<file path="src/rtl/param_sync_fifo_if.sv">
// Handshake and status bundle for param_sync_fifo.
// The error flags exist only when FIFO_ERR_FLAGS_EN is defined.
interface param_sync_fifo_if #(
  parameter int DATA_WIDTH = 8,
  parameter int FIFO_DEPTH = 32
);
  localparam int CNT_W = $clog2(FIFO_DEPTH + 1);

  logic                  flush_i;
  logic                  write_i;
  logic [DATA_WIDTH-1:0] wr_data_i;
  logic                  read_i;
  logic [DATA_WIDTH-1:0] rd_data_o;
  logic                  rd_valid_o;
  logic                  full_o;
  logic                  empty_o;
  logic                  almost_full_o;
  logic                  almost_empty_o;
  logic [CNT_W-1:0]      count_o;
`ifdef FIFO_ERR_FLAGS_EN
  logic                  overflow_o;
  logic                  underflow_o;
`endif

`ifdef FIFO_ERR_FLAGS_EN
  modport master (
    output flush_i, write_i, wr_data_i, read_i,
    input  rd_data_o, rd_valid_o, full_o, empty_o, almost_full_o,
           almost_empty_o, count_o, overflow_o, underflow_o
  );
  modport slave (
    input  flush_i, write_i, wr_data_i, read_i,
    output rd_data_o, rd_valid_o, full_o, empty_o, almost_full_o,
           almost_empty_o, count_o, overflow_o, underflow_o
  );
`else
  modport master (
    output flush_i, write_i, wr_data_i, read_i,
    input  rd_data_o, rd_valid_o, full_o, empty_o, almost_full_o,
           almost_empty_o, count_o
  );
  modport slave (
    input  flush_i, write_i, wr_data_i, read_i,
    output rd_data_o, rd_valid_o, full_o, empty_o, almost_full_o,
           almost_empty_o, count_o
  );
`endif
endinterface

</file>
<file path="src/rtl/param_sync_fifo.sv">
// Synchronous FIFO of any depth with FWFT or registered read and registered flags.
// Define FIFO_ERR_FLAGS_EN to add the sticky overflow/underflow flags.
module param_sync_fifo #(
  parameter int DATA_WIDTH = 8,
  parameter int FIFO_DEPTH = 32,
  parameter int FWFT       = 1,
  parameter int AFULL_THR  = FIFO_DEPTH - 2,
  parameter int AEMPTY_THR = 2
) (
  input logic             clk_i,
  input logic             rst_n_i,
  param_sync_fifo_if.slave bus
);
  localparam int CW = $clog2(FIFO_DEPTH + 1);
  localparam int AW = (FIFO_DEPTH > 1) ? $clog2(FIFO_DEPTH) : 1;

  typedef logic [AW-1:0] ptr_t;

  // Pointers wrap explicitly so depths that are not a power of two work.
  function automatic ptr_t nextPtr(input ptr_t p);
    return (p == ptr_t'(FIFO_DEPTH - 1)) ? '0 : p + ptr_t'(1);
  endfunction

  logic [DATA_WIDTH-1:0] mem [FIFO_DEPTH];

  ptr_t          wrPtr_q, wrPtr_d;
  ptr_t          rdPtr_q, rdPtr_d;
  logic [CW-1:0] count_q, count_d;
  logic          full_q, full_d;
  logic          empty_q, empty_d;
  logic          afull_q, afull_d;
  logic          aempty_q, aempty_d;
  logic          wrAccept, rdAccept;

  // Acceptance looks only at registered flags; flush overrides both requests.
  always_comb begin
    wrAccept = bus.write_i & ~full_q  & ~bus.flush_i;
    rdAccept = bus.read_i  & ~empty_q & ~bus.flush_i;
    wrPtr_d  = wrPtr_q;
    rdPtr_d  = rdPtr_q;
    count_d  = count_q;
    if (bus.flush_i) begin
      wrPtr_d = '0;
      rdPtr_d = '0;
      count_d = '0;
    end else begin
      if (wrAccept) wrPtr_d = nextPtr(wrPtr_q);
      if (rdAccept) rdPtr_d = nextPtr(rdPtr_q);
      count_d = count_q + CW'(wrAccept) - CW'(rdAccept);
    end
    full_d   = (count_d == CW'(FIFO_DEPTH));
    empty_d  = (count_d == '0);
    afull_d  = (count_d >= CW'(AFULL_THR));
    aempty_d = (count_d <= CW'(AEMPTY_THR));
  end

  always_ff @(posedge clk_i or negedge rst_n_i) begin
    if (!rst_n_i) begin
      wrPtr_q  <= '0;
      rdPtr_q  <= '0;
      count_q  <= '0;
      full_q   <= 1'b0;
      empty_q  <= 1'b1;
      afull_q  <= 1'b0;
      aempty_q <= 1'b1;
    end else begin
      wrPtr_q  <= wrPtr_d;
      rdPtr_q  <= rdPtr_d;
      count_q  <= count_d;
      full_q   <= full_d;
      empty_q  <= empty_d;
      afull_q  <= afull_d;
      aempty_q <= aempty_d;
    end
  end

  // Storage is never reset; stale words are hidden behind empty/rd_valid.
  always_ff @(posedge clk_i) begin
    if (wrAccept) mem[wrPtr_q] <= bus.wr_data_i;
  end

  assign bus.full_o         = full_q;
  assign bus.empty_o        = empty_q;
  assign bus.almost_full_o  = afull_q;
  assign bus.almost_empty_o = aempty_q;
  assign bus.count_o        = count_q;

  generate
    if (FWFT != 0) begin : g_fwft
      assign bus.rd_data_o  = mem[rdPtr_q];
      assign bus.rd_valid_o = ~empty_q;
    end else begin : g_std
      logic [DATA_WIDTH-1:0] rdData_q;
      logic                  rdValid_q;

      // Popped word is held until the next accepted read; valid pulses one cycle.
      always_ff @(posedge clk_i or negedge rst_n_i) begin
        if (!rst_n_i) begin
          rdData_q  <= '0;
          rdValid_q <= 1'b0;
        end else begin
          rdValid_q <= rdAccept;
          if (rdAccept) rdData_q <= mem[rdPtr_q];
        end
      end

      assign bus.rd_data_o  = rdData_q;
      assign bus.rd_valid_o = rdValid_q;
    end
  endgenerate

`ifdef FIFO_ERR_FLAGS_EN
  logic overflow_q, overflow_d;
  logic underflow_q, underflow_d;

  always_comb begin
    overflow_d  = overflow_q  | (bus.write_i & full_q);
    underflow_d = underflow_q | (bus.read_i  & empty_q);
    if (bus.flush_i) begin
      overflow_d  = 1'b0;
      underflow_d = 1'b0;
    end
  end

  always_ff @(posedge clk_i or negedge rst_n_i) begin
    if (!rst_n_i) begin
      overflow_q  <= 1'b0;
      underflow_q <= 1'b0;
    end else begin
      overflow_q  <= overflow_d;
      underflow_q <= underflow_d;
    end
  end

  assign bus.overflow_o  = overflow_q;
  assign bus.underflow_o = underflow_q;
`endif
endmodule

</file>
<file path="src/flat_wrapper.sv">
// flat-port wrapper written by rule: the top's interface ports become plain ports
module param_sync_fifo_flat 
#(
  parameter int DATA_WIDTH = 8,
  parameter int FIFO_DEPTH = 32,
  parameter int FWFT       = 1,
  parameter int AFULL_THR  = FIFO_DEPTH - 2,
  parameter int AEMPTY_THR = 2
)
  (clk_i, rst_n_i, bus_flush_i, bus_write_i, bus_wr_data_i, bus_read_i, bus_rd_data_o, bus_rd_valid_o, bus_full_o, bus_empty_o, bus_almost_full_o, bus_almost_empty_o, bus_count_o);
  param_sync_fifo_if #(.DATA_WIDTH(DATA_WIDTH), .FIFO_DEPTH(FIFO_DEPTH)) bus_i ();
  input logic clk_i;
  input logic rst_n_i;
  input wire logic [$bits(bus_i.flush_i)-1:0] bus_flush_i;
  input wire logic [$bits(bus_i.write_i)-1:0] bus_write_i;
  input wire logic [$bits(bus_i.wr_data_i)-1:0] bus_wr_data_i;
  input wire logic [$bits(bus_i.read_i)-1:0] bus_read_i;
  output wire logic [$bits(bus_i.rd_data_o)-1:0] bus_rd_data_o;
  output wire logic [$bits(bus_i.rd_valid_o)-1:0] bus_rd_valid_o;
  output wire logic [$bits(bus_i.full_o)-1:0] bus_full_o;
  output wire logic [$bits(bus_i.empty_o)-1:0] bus_empty_o;
  output wire logic [$bits(bus_i.almost_full_o)-1:0] bus_almost_full_o;
  output wire logic [$bits(bus_i.almost_empty_o)-1:0] bus_almost_empty_o;
  output wire logic [$bits(bus_i.count_o)-1:0] bus_count_o;
  assign bus_i.flush_i = bus_flush_i;
  assign bus_i.write_i = bus_write_i;
  assign bus_i.wr_data_i = bus_wr_data_i;
  assign bus_i.read_i = bus_read_i;
  assign bus_rd_data_o = bus_i.rd_data_o;
  assign bus_rd_valid_o = bus_i.rd_valid_o;
  assign bus_full_o = bus_i.full_o;
  assign bus_empty_o = bus_i.empty_o;
  assign bus_almost_full_o = bus_i.almost_full_o;
  assign bus_almost_empty_o = bus_i.almost_empty_o;
  assign bus_count_o = bus_i.count_o;
  param_sync_fifo #(.DATA_WIDTH(DATA_WIDTH), .FIFO_DEPTH(FIFO_DEPTH), .FWFT(FWFT), .AFULL_THR(AFULL_THR), .AEMPTY_THR(AEMPTY_THR)) u_core (.clk_i(clk_i), .rst_n_i(rst_n_i), .bus(bus_i));
endmodule
</file>
<file path="config.mk">
export PLATFORM = sky130hd
export DESIGN_NAME = param_sync_fifo_flat
export DESIGN_NICKNAME = d
export VERILOG_FILES = /design/src/rtl/param_sync_fifo_if.sv /design/src/rtl/param_sync_fifo.sv /design/src/flat_wrapper.sv
export SDC_FILE = /design/constraint.sdc
export NUM_CORES = 1
export LEC_CHECK = 0
export BUFFER_PORTS_ARGS = -buffer_cell sky130_fd_sc_hd__buf_2
export CAP_MARGIN = 25
export CORE_ASPECT_RATIO = 0.9
export CORE_MARGIN = 3
export CORE_UTILIZATION = 35
export DETAILED_ROUTE_END_ITERATION = 8
export GPL_TIMING_DRIVEN = 0
export PLACE_DENSITY_LB_ADDON = 0.08
export SLEW_MARGIN = 20
export SYNTH_ARGS = -nofsm -noshare
export SYNTH_HDL_FRONTEND = slang
export SYNTH_SLANG_ARGS = --single-unit
</file>
<file path="constraint.sdc">
create_clock -name clk_i -period 3 [get_ports clk_i]
set_input_delay 0.3 -clock clk_i [delete_from_list [all_inputs] [get_ports clk_i]]
set_output_delay 0.3 -clock clk_i [all_outputs]
set_load 0.05 [all_outputs]
</file>
==> impl_metrics.ini <==
[critical_path]
endpoint_kind = output pin
worstPathArrival_ns = 2.61
path_class = register to output pin
cpMostUsedCell = buf_6
worstPathRequired_ns = 2.70
critical_path.max_fanout = 10
slowest_delay_ns = 0.46
slowest_stage = nor4_2
path_cells = buf_6, buf_12, buf_6, mux4_2, o22ai_2, nor4_2, buf_4
crit_path_start_kind = register

[synthesis]
yosysUniqueCellTypes = 43
ys_ff_latch = 276
ys.flop_type = edfxtp_1
avgSynthCellArea_um2 = 19.7
syn_area_mm2 = 0.0110
async_reset_ff_share_pct = 7.25
netlist_instances = 557
synth_edf_count = 256
seq_area_frac_synth_pct = 74.7
yosysWarningCount = 0
synth_nets = 584

[power_and_ir_drop]
p_sw_mw = 2.41
powerDensity_mw_per_mm2 = 735
swShare_pct = 26.0
seqPwrFrac_pct = 46.9
intPower_mw = 6.85
pwr-share-comb_pct = 16.0
ir_drop_mv = 0.465
leakagePower_nw = 4.02
p_clk_share_pct = 37.1

[cts]
cts-buffers-inserted = 30
clock_sinks = 276
clockBufferDepth = 3
worstSkewPairLatency_ns = 0.55
h-tree-depth = 1
clk_pin_slew_worst_paths_ns = 0.06
cts_root_buf = clkbuf_16
cts_tree = done

[final_layout]
drive_gt1_share_pct = 26.9
diodes = 0
final_common_cell = edfxtp_1
fin_nets = 643
final_area_mm2 = 0.0126
layout_common_cells = edfxtp_1 (256), mux4_2 (64), nor2_1 (49)
syn_to_final_growth_pct = 15.0
fin_cells = 1043

[routing]
post-route-drc-count = 0
final_antenna_net_count = 0
initialDrtViolationCount = 421
vias = 5449
vias_per_cell = 5.22
wire_per_inst_um = 24.5
drt-total-wl_mm = 25.6
drt_first_pass_iters = 5

[timing]
finalMaxSlewViolations = 0
setup_ws_ns = 0.0891
tightest_slew_ns = 0.912
setup_viol = 0
period_needed_ns = 2.91
max_freq_ghz = 0.344
finalCritPeriodShare_pct = 97.0
finalHoldViolations = 0
rsz0062_at_grt = yes
max_slew_margin_pct = 39.0
finClkSkew_ns = 0.0129

[grt]
overflow = 0
grt_usage_pct = 15.5
grt_pass1_wl_mm = 37.8
grt_pass1_vias = 5684
grt_max_degree = 33
antenna_found_initial = 0

[placed_design]
dpl.cell_count = 991
gp_congestion = 0.723
port_buffers = 31
pre_cts_ws_ns = -0.383
hpwlAfterDp_mm = 16.6
place_area_mm2 = 0.0116

[job]
drv_cap = 0

[floorplanning]
initial_utilization_pct = 36.1
die-area_mm2 = 0.0335
die_h_um = 174
die_w_um = 193
core_area_mm2 = 0.0304
io_pins = 32
rows = 60

[hold_path]
hold_path_class = input port to register

[run_status]
status = finished clean
-- layout make-up --
class	count	area, um2
Buffer	23	175
Tap cell	403	504
Timing Repair Buffer	32	175
Sequential cell	276	8190
Fill cell	2729	17800
Multi-Input combinational cell	239	2590
Inverter	14	56.3
Clock inverter	15	128
Clock buffer	41	792
-- power groups by stage --
stage | clock network, mW | registers (mW) | logic [mW]
2_1_floorplan | 0 | 4.59 | 0.914
3_5_place_dp | 0 | 4.42 | 1.49
5_1_grt | 3.70 | 4.35 | 1.60
6_report | 3.44 | 4.35 | 1.48
3_3_place_gp | 0 | 4.42 | 1.46
4_1_cts | 3.53 | 4.35 | 1.51
-- metal layers --
| metal | vias to the layer above | global-route usage, % | share of wire (%) |
|---|---|---|---|
| li1 | 2408 | - | - |
| met1 | 2905 | 22.9 | 47 |
| met2 | 103 | 24.4 | 48 |
| met3 | 33 | 2.52 | 4.0 |
| met4 | 0 | 2.94 | 1.8 |
| met5 | - | 0 | 0 |
-- cell families after synthesis --
group,count (synthesis),share of synthesized area (%)
multiplexers,67,13.4
AND/OR/NAND/NOR,99,4.69
adder cells (fa/ha/maj),14,1.67
AO/OA/AOI/OAI,56,3.08
flip-flops,276,74.7
buffers and inverters,42,2.19
XOR/XNOR,3,0.240
-- final timing paths --
path	slack (ns)	end	cells past startpoint	from
min reg2reg	0.55	u_core.wrPtr_q[3]	2	u_core.wrPtr_q[3]
min	0.20	u_core.rdPtr_q[4]	4	bus_read_i
max in group asynchronous	2.42	u_core.bus.almost_empty_o	2	rst_n_i
min in group asynchronous	0.24	u_core.bus.almost_full_o	2	rst_n_i
max	0.09	bus_rd_data_o[4]	7	u_core.rdPtr_q[0]
max reg2reg	0.19	u_core.bus.almost_empty_o	13	u_core.bus.empty_o
-- what timing repair did --
item                       4_1_cts  5_1_grt
gates resized for setup          8       10
hold buffers                     1        0
setup buffers                    0        0
pin swaps                        0        1
setup endpoints to repair        8        9
hold endpoints to repair        18        0
gates cloned                     0        0
-- flip-flops by register name, indices dropped and copies added, names as in the netlist --
register,cells
u_core.rdPtr_q,5
u_core.wrPtr_q,5
u_core.bus.full_o,1
u_core.bus.almost_full_o,1
u_core.bus.almost_empty_o,1
u_core.bus.empty_o,1
u_core.mem,256
u_core.bus.count_o,6
-- per-stage QoR --
step / util [%] / power (mW) / setup TNS (ns) / hold slack (ns)
after floorplan: - / 5.50 / 0 / 0.00441
after global placement: 38.3 / 5.88 / -0.974 / 0.274
after detailed placement: 38.3 / 5.92 / -1.54 / 0.281
after CTS: 41.4 / 9.39 / 0 / 0.175
after global routing: 41.5 / 9.66 / -0.00156 / 0.205
final: 41.5 / 9.26 / 0 / 0.197
-- cell usage after synthesis (4+ instances only) --
cell,count,area share [%]
nand3b_1,6,0.41
nand3_1,4,0.18
nor2_1,49,1.7
o22ai_1,32,1.8
nor4_1,8,0.46
buf_2,8,0.37
buf_6,6,0.62
a21oi_1,12,0.55
o21ai_0,5,0.23
nand2_1,7,0.24
nor3_1,4,0.18
edfxtp_1,256,70
dfrtp_1,18,4.1
mux4_2,64,13
inv_1,14,0.48
or3b_2,4,0.32
ha_1,13,1.5
clkbuf_1,9,0.31
-- worst max-delay path: cells and delay by family (launching register included) --
family	cells	cell delay [ns]
buf+inv	4	0.74
simple gates	1	0.46
flops	1	0.39
mux	1	0.37
compound gates	1	0.10
No activity file was read; power rests on OpenSTA's default activity.
